===== config.mk =====
export PLATFORM = sky130hd
export DESIGN_NAME = seq_detector_param
export DESIGN_NICKNAME = d
export VERILOG_FILES = /design/src/rtl/seq_detector_param.sv
export SDC_FILE = /design/constraint.sdc
export NUM_CORES = 1
export LEC_CHECK = 0
export CELL_PAD_IN_SITES_DETAIL_PLACEMENT = 1
export CELL_PAD_IN_SITES_GLOBAL_PLACEMENT = 1
export CORE_UTILIZATION = 25
export DETAILED_ROUTE_END_ITERATION = 8
export GPL_ROUTABILITY_DRIVEN = 1
export PLACE_DENSITY = 0.65
export SETUP_SLACK_MARGIN = 0.05
export SYNTH_ARGS = -nofsm -noshare
export SYNTH_HDL_FRONTEND = slang
export SYNTH_SLANG_ARGS = --single-unit

===== constraint.sdc =====
create_clock -name clock -period 3.1 [get_ports clock]
set_clock_uncertainty 0.2 [all_clocks]
set_input_delay 0.31 -clock clock [delete_from_list [all_inputs] [get_ports clock]]
set_output_delay 0.31 -clock clock [all_outputs]
set_load 0.005 [all_outputs]

===== src/rtl/seq_detector_param.sv =====
// Run-time programmable serial pattern detector: matches a qualified bit stream
// against a loaded 1..PAT_W-bit pattern, pulsing out and counting matches.
module seq_detector_param #(
  parameter int PAT_W = 8,
  parameter int CNT_W = 8,
  parameter int LEN_W = $clog2(PAT_W + 1)
) (
  input  logic             clock,
  input  logic             reset,
  input  logic             load,
  input  logic [PAT_W-1:0] cfg_pattern,
  input  logic [LEN_W-1:0] cfg_len,
  input  logic             cfg_overlap,
  input  logic             valid_in,
  input  logic             i,
  output logic             out,
  output logic [CNT_W-1:0] match_count,
  output logic             configured,
  output logic             cfg_err
);

  typedef enum logic {UNCONF, RUN} state_t;

  state_t           state, state_n;
  logic [PAT_W-1:0] hist, hist_n, hist_sh;
  logic [PAT_W-1:0] pat, pat_n, mask;
  logic [LEN_W-1:0] len, len_n, fill, fill_n, fill_inc;
  logic             ovl, ovl_n;
  logic [CNT_W-1:0] cnt_n;
  logic             out_n, err_n, hit, len_ok;

  always_comb begin
    len_ok   = (cfg_len != '0) && (cfg_len <= LEN_W'(PAT_W));
    hist_sh  = {hist[PAT_W-2:0], i};
    fill_inc = (fill == len) ? len : fill + LEN_W'(1);
    mask     = '0;
    for (int unsigned k = 0; k < PAT_W; k++) begin
      mask[k] = (k < 32'(len));
    end
    hit = (fill_inc == len) && ((hist_sh & mask) == (pat & mask));

    state_n = state;
    hist_n  = hist;
    fill_n  = fill;
    pat_n   = pat;
    len_n   = len;
    ovl_n   = ovl;
    cnt_n   = match_count;
    err_n   = cfg_err;
    out_n   = 1'b0;

    if (load) begin
      // Any load discards history and count; a same-cycle valid_in bit is dropped.
      hist_n = '0;
      fill_n = '0;
      cnt_n  = '0;
      if (len_ok) begin
        state_n = RUN;
        pat_n   = cfg_pattern;
        len_n   = cfg_len;
        ovl_n   = cfg_overlap;
        err_n   = 1'b0;
      end else begin
        state_n = UNCONF;
        err_n   = 1'b1;
      end
    end else if (state == RUN && valid_in) begin
      hist_n = hist_sh;
      fill_n = fill_inc;
      if (hit) begin
        out_n = 1'b1;
        cnt_n = (match_count == '1) ? match_count : match_count + CNT_W'(1);
        if (!ovl) fill_n = '0;
      end
    end
  end

  always_ff @(posedge clock) begin
    if (reset) begin
      state       <= UNCONF;
      hist        <= '0;
      fill        <= '0;
      pat         <= '0;
      len         <= '0;
      ovl         <= 1'b0;
      match_count <= '0;
      out         <= 1'b0;
      cfg_err     <= 1'b0;
    end else begin
      state       <= state_n;
      hist        <= hist_n;
      fill        <= fill_n;
      pat         <= pat_n;
      len         <= len_n;
      ovl         <= ovl_n;
      match_count <= cnt_n;
      out         <= out_n;
      cfg_err     <= err_n;
    end
  end

  assign configured = (state == RUN);

endmodule

Word level (Yosys, flattened, before mapping)
Cells that the tools add are included.
Widths: inputs -> output; s select.
- output and inout bits: 11
- bits in writable memories: 0
- latch bits: 0
- memories kept: 0
- ROM bits: 0
- logic and storage cells: 42
- bits in registers: 35
- input port bits: 18
- multipliers: 0
- reduce and logical (&&, ||, !) cells: 8
- bitwise logic cells: 4
- add/subtract/negate cells: 2
- equal/unequal tests: 4
- magnitude comparators: 9
- multiplexer cells: 6
- divide/modulo/power cells: 0
- shift-type cells: 0
- operator list (cell ; count):
    $and 8x8->8 ; 2
    $lt 3x4->1 const A ; 4
    $mux 4 ; 3
    $add 8x1->8 const B ; 1
    $eq 4x4->1 ; 2
    $eq 8x8->1 ; 1
    $eq 8x8->1 const B ; 1
    $lt 1x4->1 const A ; 2
    $lt 2x4->1 const A ; 2
    $add 4x1->4 const B ; 1
    $le 4x4->1 const B ; 1
    $reduce_bool 4->1 ; 1
    $logic_and 1x1->1 ; 3
    $mux 1 ; 3
    $reduce_and 3->1 ; 1
    $reduce_or 3->1 ; 1
    $not 1->1 ; 2
    $reduce_and 2->1 ; 1
    $reduce_or 2->1 ; 1

Longest topological paths before layout
- depth in word-level cells: 5
- mapped depth: 8
- gate-level depth less buffers: 7

Worst setup path before layout
No wires, ideal clock.
- path type: reg2reg
- start: register len[3]
- end: register match_count[2]
- stages on the path, launching flop included: 9
- clock period less this slack: 2.414 ns
- setup time: 0.135 ns
- arrival time: 2.079 ns
- path buffers: 2
- required time: 2.765 ns
- setup slack: 0.686 ns
- cell sequence: dfxtp_1 > buf_6 > or4_1 > a222oi_1 > and4_1 > nand4_2 > buf_2 > o311ai_0 > o41ai_1
- longest elaborated chain between the ends: 5
- elaborated cells between the ends (all ways): 16
- those cells by class: 8 x order compare; 3 x eq/ne; 1 x mux; 2 x bitwise; 2 x reduce/logical
- RTL lines (element ; RTL line ; source):
    start, declared ; 27 ; logic [LEN_W-1:0] len, len_n, fill, fill_n, fill_inc;
    start signal, assigned ; 94 ; len <= len_n;
    $lt 1x4->1 (tied with other cells) ; 38 ; mask[k] = (k < 32'(len));
    $and 8x8->8 / $mux 4 (equally long branches) ; 40, 35 ;
    $eq 8x8->1 / $eq 4x4->1 (equally long branches) ; 40 ; hit = (fill_inc == len) && ((hist_sh & mask) == (pat & mask));
    $logic_and 1x1->1 (*) ; 40 ;
    $reduce_and 3->1 (no line) (*) ; n/a ;
    end signal, assigned ; 96 ; match_count <= cnt_n;
    end, declared ; 17 ; output logic [CNT_W-1:0] match_count,
Mark *: on every way between the ends. The rest lies on a longest branch, timed or not.
A chain may end at the register's enable or synchronous reset.

Worst setup path in the final report
- start: register len[3]
- end: register match_count[3]
Same word-level chain as after synthesis.

==> summary.txt <==
Status
  – Result of the run: completed

Floorplanning
  – Die height: 84.8 um
  – Chip Width: 84.8 um
  – Initial core utilization: around a quarter
  – Count of boundary I/O pins: 29
  – Count of standard-cell rows: 29
  – Overall die area: 0.00720 mm^2
  – Floorplan core area: 0.00649 mm^2

STA
  – Worst slew margin relative to its limit: approximately 67%
  – Setup-failing EPs final: 0
  – Unrepaired setup endpoints after global routing: false
  – Final setup TNS: 0 ns
  – Tcrit/Tclk final: 88.1%
  – Highest clock rate: 366 MHz
  – Transition at the pin with the smallest max-transition slack: 0.501 ns
  – Final worst path period need: between 2 and 3 ns
  – Final hold violations: 0
  – Pins Over Slew Limit: 0

Cells and area
  – Share of the core filled with cells in the final layout: 33.2%
  – Layout-stage area growth over the synthesis result: 25.7%
  – Antenna diodes: 0
  – Sequential cell area in the final layout: 701 um^2
  – Multi-input gate area in the final layout: approximately 950 um^2
  – Ratio of cells with drive above 1 in the final layout: 5.70%
  – Final-layout fill cell count: between 700 and 800
  – Final net count: 247

GRT
  – Number of antenna violations at the first check in global routing: 0
  – Global route total overflow: 0
  – Wire length of the first global-routing pass: 7380 um
  – Largest net degree at the start of global routing: 20
  – Global-route usage over all layers: 13.3%
  – Via count of the first global-routing pass: about 1500

Route
  – Wire length after detailed routing: 4260 um
  – Number of nets with antenna violations after detailed routing: 0
  – Initial DRT Pass Iterations: 4
  – Count of routing violations after the opening detailed-route iteration: 67
  – Avg WL per Cell: 14.0 um
  – Vias post-DR: roughly 1500
  – Ratio of routed vias to standard cells: 4.90
  – Post-route DRC violation count: 0

Worst setup path
  – Endpoint type of the worst setup path: flop
  – Critical path's largest stage delay: about 0.59 ns
  – Cells along the critical path: or4_1 > a222oi_1 > and4_1 > nand4_2 > or4_1 > a21oi_1
  – Crit path arrival time: 2.75 ns
  – CP startpoint kind: flop
  – Type of the setup path with the least slack: reg -> reg
  – Maximum net fanout on the critical path: 15
  – Cell repeated most along the worst path: or4_1
  – Crit path buf inv count: 0
  – Data required time at the worst endpoint: roughly 3.1 ns
  – Gate family responsible for the most delay along the worst path: simple AND/OR/NAND/NOR gates
  – Critical-path cell with the highest stage delay: or4_1

Synthesis
  – Xor and xnor fraction of the mapped netlist area: approximately 7.7%
  – Prevailing post-synth register cell: dfxtp_1
  – Post-synth design cell area: between 0.0015 and 0.002 mm^2
  – Post-synthesis async set-or-reset flop share: 0%
  – Post-synthesis mux area share: 9.34%
  – Flip-flop and latch count after synthesis: 35
  – Post-synthesis net count: 219
  – Post-synthesis instance total: 199
  – Sequential fraction of the synthesis area: 40.8%
  – Number of warning messages in the yosys log: 0
  – Simple-Gate Fraction of Synth Area: 22.3%
  – Synth cell types: 43
  – Mapped Avg Cell Area: 8.62 um^2
  – Number of synthesized flops with an enable pin: 0
  – Synth Area in Compound Gates: 14.5%
  – Adder-cell share of the synthesized area: 1.46%
  – Main combinational cell family by area after synthesis: simple AND/OR/NAND/NOR gates

Clock network
  – CTS root buffer: clkbuf_8
  – Clock sink total: 35
  – Clock slew seen by the registers of the worst setup and hold paths: around 0.07 ns
  – CTS tree: yes
  – TritonCTS Buffers: 5
  – Resized Gates After CTS: 0
  – Maximum buffer depth of the clock tree: 2
  – Deepest level of the CTS H-tree: 2
  – Hold-fix buffers, CTS: 0
  – Post-CTS setup-driven buffer insertion count: 0
  – Clk Latency, worst-skew pair: slightly below 0.3 ns

Min path
  – Min-delay worst type: reg -> reg

Placement
  – HPWL after detailed placement: 3110 um
  – Weighted congestion reported at the end of routability-driven placement: 0.813
  – Buffers on Ports: 28

Flow run
  – Number of max-cap violations: 0

Power
  – PD cells: 425 mW/mm^2
  – LEAKAGE: 0.819 nW
  – IR drop worst, VDD: 0.206 mV
-- metal layers --
layer | GRT usage, % | vias to the layer above | share of wire, %
met2 | 22.0 | 21 | 48
met4 | 5.39 | 0 | 1.8
li1 | - | 761 | -
met1 | 16.7 | 708 | 47
met5 | 0 | - | 0
met3 | 3.02 | 5 | 2.7
-- final timing paths --
| kind | startpoint | end | slack, ns | depth (start not counted) |
|---|---|---|---|---|
| max | len[3]$_SDFFE_PP0P_ | match_count[3]$_SDFFE_PP0P_ | 0.37 | 6 |
| min | hist[6]$_SDFFE_PP0P_ | hist[6]$_SDFFE_PP0P_ | 0.28 | 2 |
| max reg2reg | len[3]$_SDFFE_PP0P_ | match_count[3]$_SDFFE_PP0P_ | 0.37 | 6 |
| min reg2reg | hist[6]$_SDFFE_PP0P_ | hist[6]$_SDFFE_PP0P_ | 0.28 | 2 |
-- Yosys cell counts (2+ instances only) --
master	number	share of area, %
nand3_1	7	2.0
or4_1	3	1.3
or3_1	3	1.1
and4_1	2	1.0
a21oi_1	15	4.4
o21a_1	3	1.3
and3_1	2	0.73
nor4_1	2	0.73
xor2_1	9	4.6
inv_1	3	0.66
o21ai_0	9	2.6
xnor2_1	6	3.1
and2_1	2	0.73
nor3b_1	3	1.3
o31ai_1	2	0.88
clkbuf_1	8	1.8
dfxtp_1	35	41
nor2_1	19	4.2
a22oi_1	2	0.88
nand2_1	24	5.3
mux2i_1	16	9.3
ha_1	2	1.5
buf_2	2	0.58
-- metrics by stage --
step | power (W) | cells | area [um^2] | setup slack [ns] | hold WS, ns
2_1_floorplan | 0.000549 | 199 | 1720 | 0.686 | 0.246
3_3_place_gp | 0.000601 | 297 | 2070 | 0.372 | 0.257
3_5_place_dp | 0.000602 | 297 | 2070 | 0.331 | 0.272
4_1_cts | 0.000932 | 305 | 2160 | 0.350 | 0.283
5_1_grt | 0.000970 | 305 | 2160 | 0.109 | 0.306
6_report | 0.000916 | 305 | 2160 | 0.367 | 0.282
-- registers in the layout, summed over array words and instances, names as in the netlist --
signal	count
hist	7
out	1
ovl	1
len	4
fill	4
configured	1
cfg_err	1
pat	8
match_count	8
-- power breakdown --
| part | total [W] | internal, W | switching, W |
|---|---|---|---|
| registers | 0.000473 | 0.000461 | 0.0000119 |
| logic | 0.000117 | 0.0000590 | 0.0000578 |
| clock network | 0.000326 | 0.000158 | 0.000168 |
| total | 0.000916 | 0.000678 | 0.000238 |
-- kinds of logic after synthesis --
family | after synthesis
AOI/OAI and AO/OA | 40
xor gates and xnor gates | 15
adders and majority gates | 2
buffers and inverters | 15
DFF | 35
muxes | 16
and+or+nand+nor | 76
-- layout by cell type, fill, tap and decap left out, types with 5 or more instances in the layout --
master,Yosys,layout
nand2_1,24,24
nor2_1,19,19
xor2_1,9,9
xnor2_1,6,6
o21ai_0,9,9
buf_4,0,5
nand3_1,7,7
dfxtp_1,35,35
clkbuf_8,0,5
mux2i_1,16,16
a21oi_1,15,15
clkdlybuf4s50_1,0,28
-- area by class of cell --
class	instances	share of cell area [%]
clock buffer	7	3.54
multi-input combinational	149	44.0
inverter	3	0.522
tap	77	4.47
timing repair buffer	33	14.7
clock inverter	1	0.232
sequential	35	32.5
-- worst min-delay path, cell delays in order (launching register included) --
cell and delay [ns]:
dfxtp_1 0.32, nand2_1 0.06, a21oi_1 0.06
Note: power is estimated with default switching activity, not from simulation.
